File: config.mk
export PLATFORM = sky130hd
export DESIGN_NAME = frogger_renderer
export DESIGN_NICKNAME = d
export VERILOG_FILES = /design/src/rtl/frogger_pkg.sv /design/src/rtl/frogger_renderer_lane_car_hit.sv /design/src/rtl/frogger_renderer.sv
export SDC_FILE = /design/constraint.sdc
export NUM_CORES = 1
export LEC_CHECK = 0
export ABC_CLOCK_PERIOD_IN_PS = 3750
export CAP_MARGIN = 40
export CORE_ASPECT_RATIO = 1.2
export CORE_MARGIN = 5
export CORE_UTILIZATION = 45
export CTS_BUF_LIST = sky130_fd_sc_hd__clkbuf_8 sky130_fd_sc_hd__clkbuf_16
export DETAILED_ROUTE_END_ITERATION = 10
export PLACE_DENSITY_LB_ADDON = 0.12
export SKIP_LAST_GASP = 1
export SLEW_MARGIN = 10
export SYNTH_ARGS = -nofsm -noshare
export SYNTH_HDL_FRONTEND = slang
export SYNTH_SLANG_ARGS = --single-unit
File: constraint.sdc
create_clock -name clk -period 3.75 [get_ports clk]
set_input_delay 0.75 -clock clk [delete_from_list [all_inputs] [get_ports clk]]
set_output_delay 0.75 -clock clk [all_outputs]
set_load 0.1 [all_outputs]
File: src/rtl/frogger_pkg.sv
// Shared geometry, palette and lane typedef for the Frogger pixel renderer.
package frogger_pkg;

    localparam int H_ACTIVE  = 640;
    localparam int V_ACTIVE  = 480;
    localparam int LANE_H    = 60;
    localparam int NUM_LANES = 8;
    localparam int NUM_ROAD  = 6;
    localparam int CAR_W     = 64;
    localparam int FROG_W    = 32;

    // Vertical margins inside a lane where car / frog sprites are drawn.
    localparam int CAR_TOP   = 10;
    localparam int CAR_BOT   = 49;
    localparam int FROG_TOP  = 14;
    localparam int FROG_BOT  = 45;

    localparam logic [2:0] COL_FROG = 3'b110;
    localparam logic [2:0] COL_CAR  = 3'b100;
    localparam logic [2:0] COL_SAFE = 3'b010;
    localparam logic [2:0] COL_ROAD = 3'b000;

    typedef logic [2:0] lane_t;

    function automatic logic is_road(input lane_t l);
        return (l != 3'd0) && (l != 3'd7);
    endfunction

endpackage

File: src/rtl/frogger_renderer_lane_car_hit.sv
// Wrap-aware car overlap test for one lane: distance from the car's left edge, modulo the line width.
module lane_car_hit
    import frogger_pkg::*;
(
    input  logic [9:0] x_i,
    input  logic [9:0] car_x_i,
    input  logic [8:0] row_off_i,
    output logic       hit_o
);

    logic [10:0] c;
    logic [10:0] d;

    always_comb begin
        c = (car_x_i >= 10'(H_ACTIVE)) ? 11'd0 : {1'b0, car_x_i};
        if ({1'b0, x_i} >= c) begin
            d = {1'b0, x_i} - c;
        end else begin
            d = {1'b0, x_i} + 11'(H_ACTIVE) - c;
        end
        hit_o = (d < 11'(CAR_W)) && (row_off_i >= 9'(CAR_TOP)) && (row_off_i <= 9'(CAR_BOT));
    end

endmodule

File: src/rtl/frogger_renderer.sv
// Two-stage pixel pipeline: lane decode, then sprite hit/colour; also latches one collision result per frame.
module frogger_renderer
    import frogger_pkg::*;
(
    input  logic                    clk,
    input  logic                    rst,
    input  logic                    pix_en,
    input  logic                    in_display,
    input  logic [9:0]              counter_x,
    input  logic [8:0]              counter_y,
    input  logic                    hsync_in,
    input  logic                    vsync_in,
    input  logic [NUM_ROAD*10-1:0]  car_x,
    input  logic [9:0]              frog_x,
    input  logic [2:0]              frog_lane,
    output logic [2:0]              pixel,
    output logic                    hsync_out,
    output logic                    vsync_out,
    output logic                    collision,
    output logic                    frame_done
);

    lane_t       lane_d;
    logic [8:0]  row_off_d;
    logic [9:0]  car_sel_d;
    logic        boundary_d;

    lane_t       lane_p1_q;
    logic [8:0]  row_off_p1_q;
    logic [9:0]  x_p1_q;
    logic [9:0]  car_p1_q;
    logic [9:0]  frog_x_p1_q;
    lane_t       frog_lane_p1_q;
    logic        disp_p1_q;
    logic        hs_p1_q;
    logic        vs_p1_q;

    logic        lane_hit;
    logic        car_hit_d;
    logic        frog_hit_d;
    logic        hit_d;
    logic [2:0]  pixel_d;

    logic [2:0]  pixel_q;
    logic        hs_q;
    logic        vs_q;
    logic        collision_q;
    logic        frame_done_q;
    logic        flag_q;

    // Stage 1: lane decode by descending comparator chain, lowest matching lane wins.
    always_comb begin
        lane_d    = lane_t'(NUM_LANES - 1);
        row_off_d = counter_y - 9'((NUM_LANES - 1) * LANE_H);
        for (int l = NUM_LANES - 2; l >= 0; l--) begin
            if (counter_y < 9'((l + 1) * LANE_H)) begin
                lane_d    = lane_t'(l);
                row_off_d = counter_y - 9'(l * LANE_H);
            end
        end
        car_sel_d = '0;
        for (int l = 1; l <= NUM_ROAD; l++) begin
            if (lane_d == lane_t'(l)) begin
                car_sel_d = car_x[(l-1)*10 +: 10];
            end
        end
        boundary_d = (counter_x == 10'd0) && (counter_y == 9'(V_ACTIVE));
    end

    lane_car_hit u_car_hit (
        .x_i       (x_p1_q),
        .car_x_i   (car_p1_q),
        .row_off_i (row_off_p1_q),
        .hit_o     (lane_hit)
    );

    // Stage 2: sprite tests and colour priority.
    always_comb begin
        car_hit_d  = is_road(lane_p1_q) && lane_hit;
        frog_hit_d = (lane_p1_q == frog_lane_p1_q)
                  && ({1'b0, x_p1_q} >= {1'b0, frog_x_p1_q})
                  && ({1'b0, x_p1_q} <  ({1'b0, frog_x_p1_q} + 11'(FROG_W)))
                  && (row_off_p1_q >= 9'(FROG_TOP)) && (row_off_p1_q <= 9'(FROG_BOT));
        hit_d      = disp_p1_q && frog_hit_d && car_hit_d;
        pixel_d    = COL_ROAD;
        if (disp_p1_q) begin
            if (frog_hit_d)                pixel_d = COL_FROG;
            else if (car_hit_d)            pixel_d = COL_CAR;
            else if (!is_road(lane_p1_q))  pixel_d = COL_SAFE;
        end
    end

    always_ff @(posedge clk) begin
        if (rst) begin
            lane_p1_q      <= '0;
            row_off_p1_q   <= '0;
            x_p1_q         <= '0;
            car_p1_q       <= '0;
            frog_x_p1_q    <= '0;
            frog_lane_p1_q <= '0;
            disp_p1_q      <= 1'b0;
            hs_p1_q        <= 1'b1;
            vs_p1_q        <= 1'b1;
            pixel_q        <= COL_ROAD;
            hs_q           <= 1'b1;
            vs_q           <= 1'b1;
            collision_q    <= 1'b0;
            frame_done_q   <= 1'b0;
            flag_q         <= 1'b0;
        end else begin
            frame_done_q <= 1'b0;
            if (pix_en) begin
                lane_p1_q      <= lane_d;
                row_off_p1_q   <= row_off_d;
                x_p1_q         <= counter_x;
                car_p1_q       <= car_sel_d;
                frog_x_p1_q    <= frog_x;
                frog_lane_p1_q <= frog_lane;
                disp_p1_q      <= in_display;
                hs_p1_q        <= hsync_in;
                vs_p1_q        <= vsync_in;
                pixel_q        <= pixel_d;
                hs_q           <= hs_p1_q;
                vs_q           <= vs_p1_q;
                // A hit on the boundary tick itself still belongs to the closing frame.
                if (boundary_d) begin
                    collision_q  <= flag_q | hit_d;
                    flag_q       <= 1'b0;
                    frame_done_q <= 1'b1;
                end else if (hit_d) begin
                    flag_q <= 1'b1;
                end
            end
        end
    end

    assign pixel      = pixel_q;
    assign hsync_out  = hs_q;
    assign vsync_out  = vs_q;
    assign collision  = collision_q;
    assign frame_done = frame_done_q;

endmodule

==> results of run 1 <==
==> flip-flops by register name (all words and copies together) (netlist names) <==
register        cells
car_p1_q           10
collision           1
disp_p1_q           1
flag_q              1
frame_done          1
frog_lane_p1_q      3
frog_x_p1_q        10
hs_p1_q             1
hsync_out           1
lane_p1_q           3
pixel               2
row_off_p1_q        8
vs_p1_q             1
vsync_out           1
x_p1_q             10
==> through the flow <==
stage	cells	power, W	utilization (%)	area (sq um)	worst slack [ns]
CTS	807	0.00180	60.5	6080	0.439
global placement	794	0.00133	58.1	5840	0.302
finish	807	0.00179	60.5	6080	0.443
global route	807	0.00190	60.5	6080	0.259
detailed placement	800	0.00134	59.1	5940	0.226
floorplan	575	0.00110	-	4660	0.645
==> metal layers <==
metal	routed length (microns)	vias to the layer above
li1	-	2314
met1	5750	2118
met2	7240	139
met3	606	33
met4	452	0
met5	0	-
==> power by group <==
| group | switching [W] | internal (W) | total, W |
|---|---|---|---|
| sequential | 0.0000366 | 0.000612 | 0.000648 |
| clock | 0.000212 | 0.000246 | 0.000457 |
| combinational | 0.000355 | 0.000333 | 0.000687 |
| total | 0.000603 | 0.00119 | 0.00179 |
==> worst max-delay path, delay by kind of cell (launching register included) <==
family	cells	cell delay, ns
and+or+nand+nor	2	0.49
muxes	1	0.16
AOI/OAI and AO/OA	6	1.50
DFF	1	0.33
adders and majority gates	2	0.74
==> area by class of cell <==
type | count | area share [%]
multi-input combinational | 458 | 54.5
tap | 126 | 2.59
clock buffer | 5 | 2.06
inverter | 35 | 2.16
clock inverter | 2 | 0.226
sequential | 54 | 17.8
timing repair buffer | 127 | 20.7
==> logic make-up (layout without fill, tap and decap cells) <==
| kind of cell | Yosys count | count (layout) | synth area share, % |
|---|---|---|---|
| multiplexers | 44 | 44 | 9.46 |
| adder cells (fa/ha/maj) | 53 | 53 | 15.4 |
| AND/OR/NAND/NOR | 194 | 194 | 20.2 |
| flip-flops | 54 | 54 | 23.2 |
| other | 1 | 1 | 0.0805 |
| buffers and inverters | 63 | 169 | 5.59 |
| AO/OA/AOI/OAI | 155 | 155 | 24.1 |
| XOR/XNOR | 11 | 11 | 2.07 |
==> worst min-delay path by stage <==
stage | start | end | cells past startpoint
floorplan | hs_p1_q | hsync_out | 1
global placement | vs_p1_q | vsync_out | 1
detailed placement | hs_p1_q | hsync_out | 1
CTS | flag_q | flag_q | 2
global route | vs_p1_q | vsync_out | 1
finish | vs_p1_q | vsync_out | 1
==> cell usage in the layout (no fill, tap or decap), types with 15 or more instances in the layout <==
master / instances
a21oi_1: 22
ha_1: 46
nand3_1: 15
o21ai_0: 31
clkdlybuf4s50_1: 101
dfxtp_1: 54
nor2_1: 69
inv_1: 35
o211ai_1: 16
buf_4: 18
nand2_1: 42
mux2i_1: 44
==> summary.md, run 1 <==
| Metric | Value |
|---|---|
| Status | `finished, final reports clean` |
| Number of CTS-inserted buffers | `5` |
| Slew margin rel. | `60.4%` |
| Wire per inst | `17.4 microns` |
| Met3 Usage GRT | `2.82%` |
| CTS max path bufs | `2` |
| R2R Setup Slk | `0.44 ns` |
| Crit path DAT | `3.52 ns` |
| Top cells by count, synth | `nor2_1 (69), dfxtp_1 (54), ha_1 (46)` |
| Tot GR Track Use | `22.5%` |
| Buffers on Ports | `103` |
| RSZ-0062 raised after global routing | `false` |
| Yosys cell types | `67` |
| Die height | `121 microns` |
| Most common cell in the netlist | `nor2_1` |
| Core Area | `0.0101 sq mm` |
| Area Growth Syn to Fin | `30.6%` |
| Vias | `4604` |
| Cells on worst reg2reg path | `11` |
| Final GP Congestion | `0.954` |
| First-pass DRT Iterations | `4` |
| Crit path to | `flag_q` |
| Crit-path slowest cell | `fa_1` |
| Fillers | `923` |
| Via-per-instance ratio | `5.71` |
| Reg2reg start | `car_p1_q[7]` |
| CTS H-tree depth | `2` |
| Post-Syn Nets | `726` |
| Row cnt | `40` |
| WP data required | `3.96 ns` |
| Final ANT Viol Nets | `0` |
| Pin count of the biggest net entering global routing | `55` |
| Critical path, cell by cell | `o21ai_1, nand2_1, ha_1, fa_1, a22o_1, or3_4, mux2i_1, a2111oi_2, o2111a_2, o2111ai_1, a211oi_1` |
| Root buffer cell | `clkbuf_16` |
| Startpoint types | `flop` |
| Die footprint | `0.0125 sq mm` |
| Area leader, netlist | `dfxtp_1` |
| TritonCTS clock tree | `yes` |
| Final setup viols | `0` |
| Synthesized cell area | `0.00466 sq mm` |
| Layout cells sized above 1 | `6.75%` |
| Leakage | `2.54 nW` |
| Antenna violations before repair | `0` |
| Initial Util | `46.3%` |
| I/O pin count | `105` |
| Period utilization | `88.2%` |
| Hold_buf cts | `0` |
| Number of global-route vias before repair | `4658` |
| Gr ovfl total | `0` |
| Drt initial violations | `262` |
| Setup TNS | `0 ns` |
| Fmax | `302 MHz` |
| Fin nets | `832` |
| Met2 usage | `40.0%` |
| CTS resizes | `0` |
| Residual DRC | `0` |
| Hold crit path type | `flop to flop` |
| Synth warnings | `0` |
| First-pass GRT wire length | `22.5 mm` |
| Area occupied by multi-input gates | `0.00331 sq mm` |
| R2R Path End | `flag_q` |
| Post-synth ARST share | `0%` |
| Global route hottest layer | `met2` |
| CTS Sinks | `54` |
| Syn avg cell area | `8.10 sq um` |
| Hold_ws | `0.466 ns` |
| Skew-Pair Late Insertion Delay | `0.30 ns` |
| FF+latch count, synth | `54` |
| VDD IR max | `0.164 mV` |
| Worst-path clk slew | `0.07 ns` |
| DRT Wirelength | `14.1 mm` |
| Number of failing hold endpoints at the final stage | `0` |
| Post-synthesis instance total | `575` |
| Die Wd | `103 microns` |
| Endpoint class of the critical path | `flop` |
| Main flop type after synthesis | `dfxtp_1` |
| FF+latch area | `0.00108 sq mm` |
| Worst slew pin tran | `0.588 ns` |
| Period minus WS final | `3.31 ns` |
| Post-Route Skew | `0.00964 ns` |
| Final Max Tran Viols | `0` |
| Setup crit start | `car_p1_q[7]` |
| Crit Path Class | `flop to flop` |
| Worst-path fanout max | `4` |
| Post-synth top area share | `23.2%` |
| # Max-Cap Violations | `0` |
| Post-CTS setup buffer count | `0` |
| Register area share after synthesis | `23.2%` |
| CP peak stage delay | `0.49 ns` |
| Post-synth EDFFs | `0` |
| PwrDens | `295 mW/mm^2` |
| DPL Wire Length | `11.3 mm` |
| Synth top area cells | `dfxtp_1 (23%), ha_1 (12%), mux2i_1 (9.5%), nor2_1 (5.6%), nand2_1 (3.4%)` |
| ANT cells | `0` |
| Met1 Use GR | `27.1%` |
(Power assumes the default switching activity.)
==> run 2, diff against run 1 <==
--- a/config.mk
+++ b/config.mk
@@ -13,6 +13,7 @@
 export CTS_BUF_LIST = sky130_fd_sc_hd__clkbuf_8 sky130_fd_sc_hd__clkbuf_16
 export DETAILED_ROUTE_END_ITERATION = 10
 export PLACE_DENSITY_LB_ADDON = 0.12
+export RECOVER_POWER = 50
 export SKIP_LAST_GASP = 1
 export SLEW_MARGIN = 10
 export SYNTH_ARGS = -nofsm -noshare
==> run 2 against run 1 <==
Effect of this change:
- sequential cell count stayed put
- clock skew shrank 0.00069 ns
- the run now ends with max-capacitance violations, max-slew violations left
- worst setup slack worse by 0.058 ns
- cell count is the same
- power hardly changed
==> summary.md, run 2 (same netlist as run 1, synthesis figures left out) <==
| Metric | Value |
|---|---|
| Status | `complete, but fails checks` |
| Failing checks | `max-capacitance violations, max-slew violations` |
| Die footprint | `0.0125 sq mm (unchanged)` |
| Total chip power | `0.00179 W (about the same)` |
| Row cnt | `40 (unchanged)` |
| Leakage | `2.53 nW (-0.25%)` |
| Skew-Pair Late Insertion Delay | `0.29 ns (about the same)` |
| Fillers | `923 (unchanged)` |
| Top routing layer in use | `met4` |
| R2R Setup Slk | `0.38 ns (-0.06 ns)` |
| Setup TNS | `0 ns (unchanged)` |
| Startpoint types | `flop` |
| Number of failing hold endpoints at the final stage | `0 (unchanged)` |
| ANT cells | `0 (unchanged)` |
| Tot GR Track Use | `22.5% (unchanged)` |
| First-pass DRT Iterations | `4 (unchanged)` |
| Number of CTS-inserted buffers | `5 (unchanged)` |
| Worst-path fanout max | `4 (unchanged)` |
| CTS max path bufs | `2 (unchanged)` |
| Final setup viols | `0 (unchanged)` |
| Final GP Congestion | `0.954 (unchanged)` |
| Largest regs | `car_p1_q (10), frog_x_p1_q (10), x_p1_q (10)` |
| Final Max Tran Viols | `55 (+55)` |
| Most common cell after layout, fill and taps aside | `clkdlybuf4s50_1` |
| Worst slew pin tran | `2.36 ns (+1.77 ns)` |
| Number of global-route vias before repair | `4658 (unchanged)` |
| Period minus WS final | `3.37 ns (+0.0579 ns)` |
| Residual DRC | `0 (unchanged)` |
| Drt initial violations | `264 (+0.76%)` |
| Gr ovfl total | `0 (unchanged)` |
| Met2 WL | `7.24 mm (about the same)` |
| Final ANT Viol Nets | `0 (unchanged)` |
| Hold_buf cts | `0 (unchanged)` |
| Hold crit path type | `flop to flop` |
| Most frequent cells in the layout | `clkdlybuf4s50_1 (101), nor2_1 (69), dfxtp_1 (54)` |
| Fmax | `297 MHz (-1.7%)` |
| CTS Sinks | `54 (unchanged)` |
| Crit Path Class | `flop to flop` |
| CTS H-tree depth | `2 (unchanged)` |
| WP data required | `3.82 ns (-0.14 ns)` |
| Area Growth Syn to Fin | `30.5% (about the same)` |
| CTS resizes | `0 (unchanged)` |
| Pin count of the biggest net entering global routing | `55 (unchanged)` |
| Layout cells sized above 1 | `6.46% (-0.29 points)` |
| DPL Wire Length | `11.3 mm (unchanged)` |
| Vias | `4612 (+0.17%)` |
| Core Area | `0.0101 sq mm (unchanged)` |
| Post-Route Skew | `0.00895 ns (-0.000692 ns)` |
| PwrDens | `295 mW/mm^2 (about the same)` |
| TritonCTS clock tree | `yes` |
| Period utilization | `89.7% (+1.5 points)` |
| Endpoint class of the critical path | `flop` |
| Initial Util | `46.3% (unchanged)` |
| Buffers on Ports | `103 (unchanged)` |
| Wire per inst | `17.4 microns (about the same)` |
| Slew margin rel. | `-57.4% (-120 points)` |
| Via-per-instance ratio | `5.71 (+0.17%)` |
| Die Wd | `103 microns (unchanged)` |
| Die height | `121 microns (unchanged)` |
| RSZ-0062 raised after global routing | `false` |
| Crit path DAT | `3.44 ns (-0.08 ns)` |
| Post-CTS setup buffer count | `0 (unchanged)` |
| Antenna violations before repair | `0 (unchanged)` |
| VDD IR max | `0.161 mV (-1.6%)` |
| I/O pin count | `105 (unchanged)` |
| Fin nets | `832 (unchanged)` |
| DRT Wirelength | `14.0 mm (about the same)` |
| Met1 wire length | `5.75 mm (about the same)` |
| # Max-Cap Violations | `1 (+1)` |
| Met3 WL post-DR | `585 microns (-3.5%)` |
| First-pass GRT wire length | `22.5 mm (unchanged)` |
| Root buffer cell | `clkbuf_16` |
| Worst-path clk slew | `0.07 ns (about the same)` |
==> run 2: changes by cell type in the layout (fill, tap and decap cells not counted) <==
cell / change
buf_2: -1
buf_4: -1
clkbuf_1: +2
==> run 2: worst max-delay path, cell delays in order, from the launching register on <==
cell,delay (ns)
dfxtp_1,0.33
o21ai_1,0.21
nand2_1,0.15
ha_1,0.25
fa_1,0.49
a22o_1,0.25
or3_4,0.34
or4_1,0.40
o31a_1,0.12
o2111a_2,0.17
o311ai_2,0.32
a21oi_1,0.11
==> run 2: layer usage <==
| layer | global-route usage, % | vias up |
|---|---|---|
| li1 | - | 2314 |
| met1 | 27.1 | 2124 |
| met2 | 40.0 | 139 |
| met3 | 2.82 | 35 |
| met4 | 8.58 | 0 |
| met5 | 0 | - |
==> run 2: through the flow <==
step / setup WS (ns) / utilization (%) / cell area (sq um) / std cells / hold WS (ns)
after global routing: 0.215 / 60.4 / 6080 / 807 / 0.497
after detailed placement: 0.226 / 59.1 / 5940 / 800 / 0.456
after CTS: 0.439 / 60.5 / 6080 / 807 / 0.472
final: 0.385 / 60.4 / 6080 / 807 / 0.466
after floorplan: 0.645 / - / 4660 / 575 / 0.431
after global placement: 0.302 / 58.1 / 5840 / 794 / 0.437
==> run 2: worst paths after layout <==
path               startpoint        end  cells after the start
setup / recovery  car_p1_q[7]   pixel[2]                     11
setup reg to reg  car_p1_q[7]   pixel[2]                     11
hold / removal        vs_p1_q  vsync_out                      1
hold reg to reg       vs_p1_q  vsync_out                      1
==> run 2: layout make-up <==
class | instances | area, sq um | share of cell area, %
well taps | 126 | 158 | 2.59
repair buffers | 127 | 1250 | 20.6
clock buffers | 5 | 125 | 2.06
clock inverters | 2 | 13.8 | 0.226
flip-flops and latches | 54 | 1080 | 17.8
inverters | 35 | 131 | 2.16
multi-input cells | 458 | 3310 | 54.5
==> run 2: where the power goes <==
| part | total (W) | internal [W] | switching [W] | leakage, nW |
|---|---|---|---|---|
| Sequential | 0.000648 | 0.000612 | 0.0000365 | 0.446 |
| Combinational | 0.000688 | 0.000333 | 0.000355 | 2.02 |
| Clock | 0.000456 | 0.000245 | 0.000210 | 0.0701 |
| Total | 0.00179 | 0.00119 | 0.000601 | 2.53 |
==> run 3, diff against run 2 <==
--- a/config.mk
+++ b/config.mk
@@ -5,6 +5,7 @@
 export SDC_FILE = /design/constraint.sdc
 export NUM_CORES = 1
 export LEC_CHECK = 0
+export ABC_AREA = 1
 export ABC_CLOCK_PERIOD_IN_PS = 3750
 export CAP_MARGIN = 40
 export CORE_ASPECT_RATIO = 1.2
==> run 3 against run 2 <==
Effect of this change:
- the flow now finishes without violations
- via count rose by 16%
- routed wire length is 8.2% higher
- hold slack got worse by 0.012 ns
- maximum frequency up 3.5%
- design area is 3.3% higher
- register-to-register slack better by 0.36 ns
- die area rose by 6.0%
- utilization fell by 3.0 points
- combinational power is 11% higher
==> summary.md, run 3 <==
| Metric | Value |
|---|---|
| Status | `finished, final reports clean` |
| Initial Util | `45.4% (-0.88 points)` |
| Period utilization | `86.7% (-3.1 points)` |
| Final GP Congestion | `0.916 (-4.0%)` |
| Final ANT Viol Nets | `0 (unchanged)` |
| Via-per-instance ratio | `5.27 (-7.7%)` |
| Synth top area cells | `dfxtp_1 (22%), nand2_1 (16%), ha_1 (12%), inv_1 (7.9%), a21oi_1 (5.8%)` |
| Hold Path Cell Cnt | `2 (+1)` |
| Startpoint types | `input port` |
| Drt initial violations | `278 (+5.3%)` |
| Pin count of the biggest net entering global routing | `23 (-58%)` |
| Final setup viols | `0 (unchanged)` |
| First-pass GRT wire length | `24.7 mm (+9.6%)` |
| Area occupied by multi-input gates | `0.00335 sq mm (+1.2%)` |
| Area Growth Syn to Fin | `26.6%` |
| Post-Route Skew | `0.00409 ns (-0.00486 ns)` |
| Slew margin rel. | `20.1% (+78 points)` |
| Endpoint class of the critical path | `flop` |
| Wire per inst | `15.0 microns (-14%)` |
| WP data required | `3.94 ns (+0.12 ns)` |
| Post-synthesis instance total | `778 (+35%)` |
| Worst slew pin tran | `1.20 ns (-1.16 ns)` |
| Register area share after synthesis | `21.8% (-1.4 points)` |
| Die height | `125 microns (+3.0%)` |
| CTS max path bufs | `2 (unchanged)` |
| CTS resizes | `0 (unchanged)` |
| Fmax | `308 MHz (+3.5%)` |
| Tot GR Track Use | `22.7% (+0.17 points)` |
| DRT Wirelength | `15.2 mm (+8.2%)` |
| Synth warnings | `0 (unchanged)` |
| First-pass DRT Iterations | `5 (+1)` |
| Post-CTS setup buffer count | `0 (unchanged)` |
| Setup TNS | `0 ns (unchanged)` |
| Residual DRC | `0 (unchanged)` |
| DPL Wire Length | `12.6 mm (+12%)` |
| RSZ-0062 raised after global routing | `false` |
| PwrDens | `303 mW/mm^2 (+2.7%)` |
| Number of failing hold endpoints at the final stage | `0 (unchanged)` |
| Fillers | `1076 (+17%)` |
| Skew-Pair Late Insertion Delay | `0.29 ns (about the same)` |
| Post-Syn Nets | `929 (+28%)` |
| Largest regs | `car_p1_q (10), frog_x_p1_q (10), x_p1_q (10)` |
| Synthesized cell area | `0.00496 sq mm (+6.6%)` |
| Syn avg cell area | `6.38 sq um (-21%)` |
| Post-synth ARST share | `0% (unchanged)` |
| Core Area | `0.0109 sq mm (+8.7%)` |
| Number of global-route vias before repair | `5265 (+13%)` |
| Period minus WS final | `3.25 ns (-0.115 ns)` |
| Fin nets | `1033 (+24%)` |
| Vias | `5352 (+16%)` |
| ANT cells | `0 (unchanged)` |
| Buffers on Ports | `103 (unchanged)` |
| Leakage | `3.03 nW (+20%)` |
| Hold_buf cts | `0 (unchanged)` |
| FF+latch area | `0.00108 sq mm (unchanged)` |
| Cells on worst reg2reg path | `15 (+4)` |
| Root buffer cell | `clkbuf_16` |
| Worst-path clk slew | `0.07 ns (about the same)` |
| # Max-Cap Violations | `0 (-1)` |
| Yosys cell types | `47 (-30%)` |
| Top cells by count, synth | `nand2_1 (217), inv_1 (104), a21oi_1 (58)` |
| Final Max Tran Viols | `0 (-100%)` |
| Die Wd | `106 microns (+2.9%)` |
| Crit Path Class | `input port to flop` |
| Layout cells sized above 1 | `4.98% (-1.5 points)` |
| Worst-path fanout max | `22 (+18)` |
| CTS Sinks | `54 (unchanged)` |
| Crit path DAT | `3.44 ns (about the same)` |
| CTS H-tree depth | `2 (unchanged)` |
| Gr ovfl total | `0 (unchanged)` |
| Die footprint | `0.0132 sq mm (+6.0%)` |
| Most common cell in the netlist | `nand2_1` |
| Number of CTS-inserted buffers | `5 (unchanged)` |
| Post-synth top area share | `21.8% (-1.4 points)` |
| I/O pin count | `105 (unchanged)` |
| Area leader, netlist | `dfxtp_1` |
| CP peak stage delay | `0.59 ns (+0.10 ns)` |
| Most common cell after layout, fill and taps aside | `nand2_1` |
| Total chip power | `0.00190 W (+6.1%)` |
| Crit-path slowest cell | `clkbuf_1` |
| TritonCTS clock tree | `yes` |
| Crit path top cell by count | `inv_1` |
| Main flop type after synthesis | `dfxtp_1` |
| VDD IR max | `0.174 mV (+8.0%)` |
| FF+latch count, synth | `54 (unchanged)` |
| Critical path, cell by cell | `dlygate4sd3_1, clkbuf_1, inv_1, nor2_1, nand3_1, nor3_1, nand4_1, nand2_1, inv_1, o21ai_0, a21oi_1` |
| Hold crit path type | `flop to flop` |
| Post-synth EDFFs | `0 (unchanged)` |
| Antenna violations before repair | `0 (unchanged)` |
| Row cnt | `42 (+5.0%)` |
| Most frequent cells in the layout | `nand2_1 (217), inv_1 (104), clkdlybuf4s50_1 (100)` |
[run 3: changes by cell type after synthesis, moves of 8 or more]
cell,previous run,this run
nor2_1,69,56
inv_2,0,8
xor2_1,1,9
o211ai_1,16,1
nor2b_1,12,0
o21ai_0,31,49
nand2b_1,10,0
a2bb2oi_1,8,0
nand3_1,15,46
inv_1,35,104
a21oi_1,22,58
mux2i_1,44,0
o21ai_1,3,28
nand2_1,42,217
[run 3: layout make-up]
type | count | area share, %
Multi-Input combinational cell | 591 | 53.4
Clock buffer | 6 | 2.21
Timing Repair Buffer | 115 | 17.4
Tap cell | 132 | 2.63
Clock inverter | 2 | 0.259
Inverter | 115 | 6.91
Sequential cell | 54 | 17.2
[run 3: per-stage QoR]
step	cell area, sq um	utilization [%]	hold WS (ns)	cells	setup WS, ns
2_1_floorplan	4960	-	0.419	778	1.23
3_3_place_gp	6110	55.9	0.433	1001	0.420
3_5_place_dp	6200	56.7	0.440	1007	0.431
4_1_cts	6350	58.1	0.454	1015	0.697
5_1_grt	6280	57.5	0.473	1015	0.220
6_report	6280	57.5	0.453	1015	0.500
[run 3: worst max-delay path: cells and delay by family]
kind	cells	cell delay (ns)
and+or+nand+nor	5	0.90
AOI/OAI and AO/OA	2	0.12
buffers and inverters	4	1.67
[run 3: per-layer routing]
metal / track usage (%) / vias up / routed length [microns]
met5: 0 / - / 0
met4: 8.92 / 0 / 597
met3: 3.04 / 44 / 705
met2: 42.4 / 178 / 7760
met1: 25.8 / 2411 / 6120
li1: - / 2719 / -
[run 3: power breakdown]
part	leakage [nW]	switching, W	internal, W
sequential	0.446	0.0000366	0.000613
clock	0.0735	0.000220	0.000269
combinational	2.51	0.000446	0.000317
total	3.03	0.000703	0.00120
[run 3: kinds of logic (layout without fill, tap and decap cells)]
kind of cell | count (synthesis) | after routing | share of synthesized area, %
xor+xnor | 14 | 14 | 2.47
buf+inv | 133 | 238 | 10.6
compound gates | 161 | 161 | 18.1
simple gates | 362 | 362 | 32.5
other cells | 1 | 1 | 0.0756
flops | 54 | 54 | 21.8
fa+ha+maj | 53 | 53 | 14.4
[run 3: worst paths after layout]
path,start,slack [ns],endpoint
worst max-delay path,pix_en,0.50,flag_q
worst min-delay path,row_off_p1_q[8],0.45,row_off_p1_q[8]
worst max register to register,car_p1_q[8],0.74,collision
worst min register to register,row_off_p1_q[8],0.45,row_off_p1_q[8]
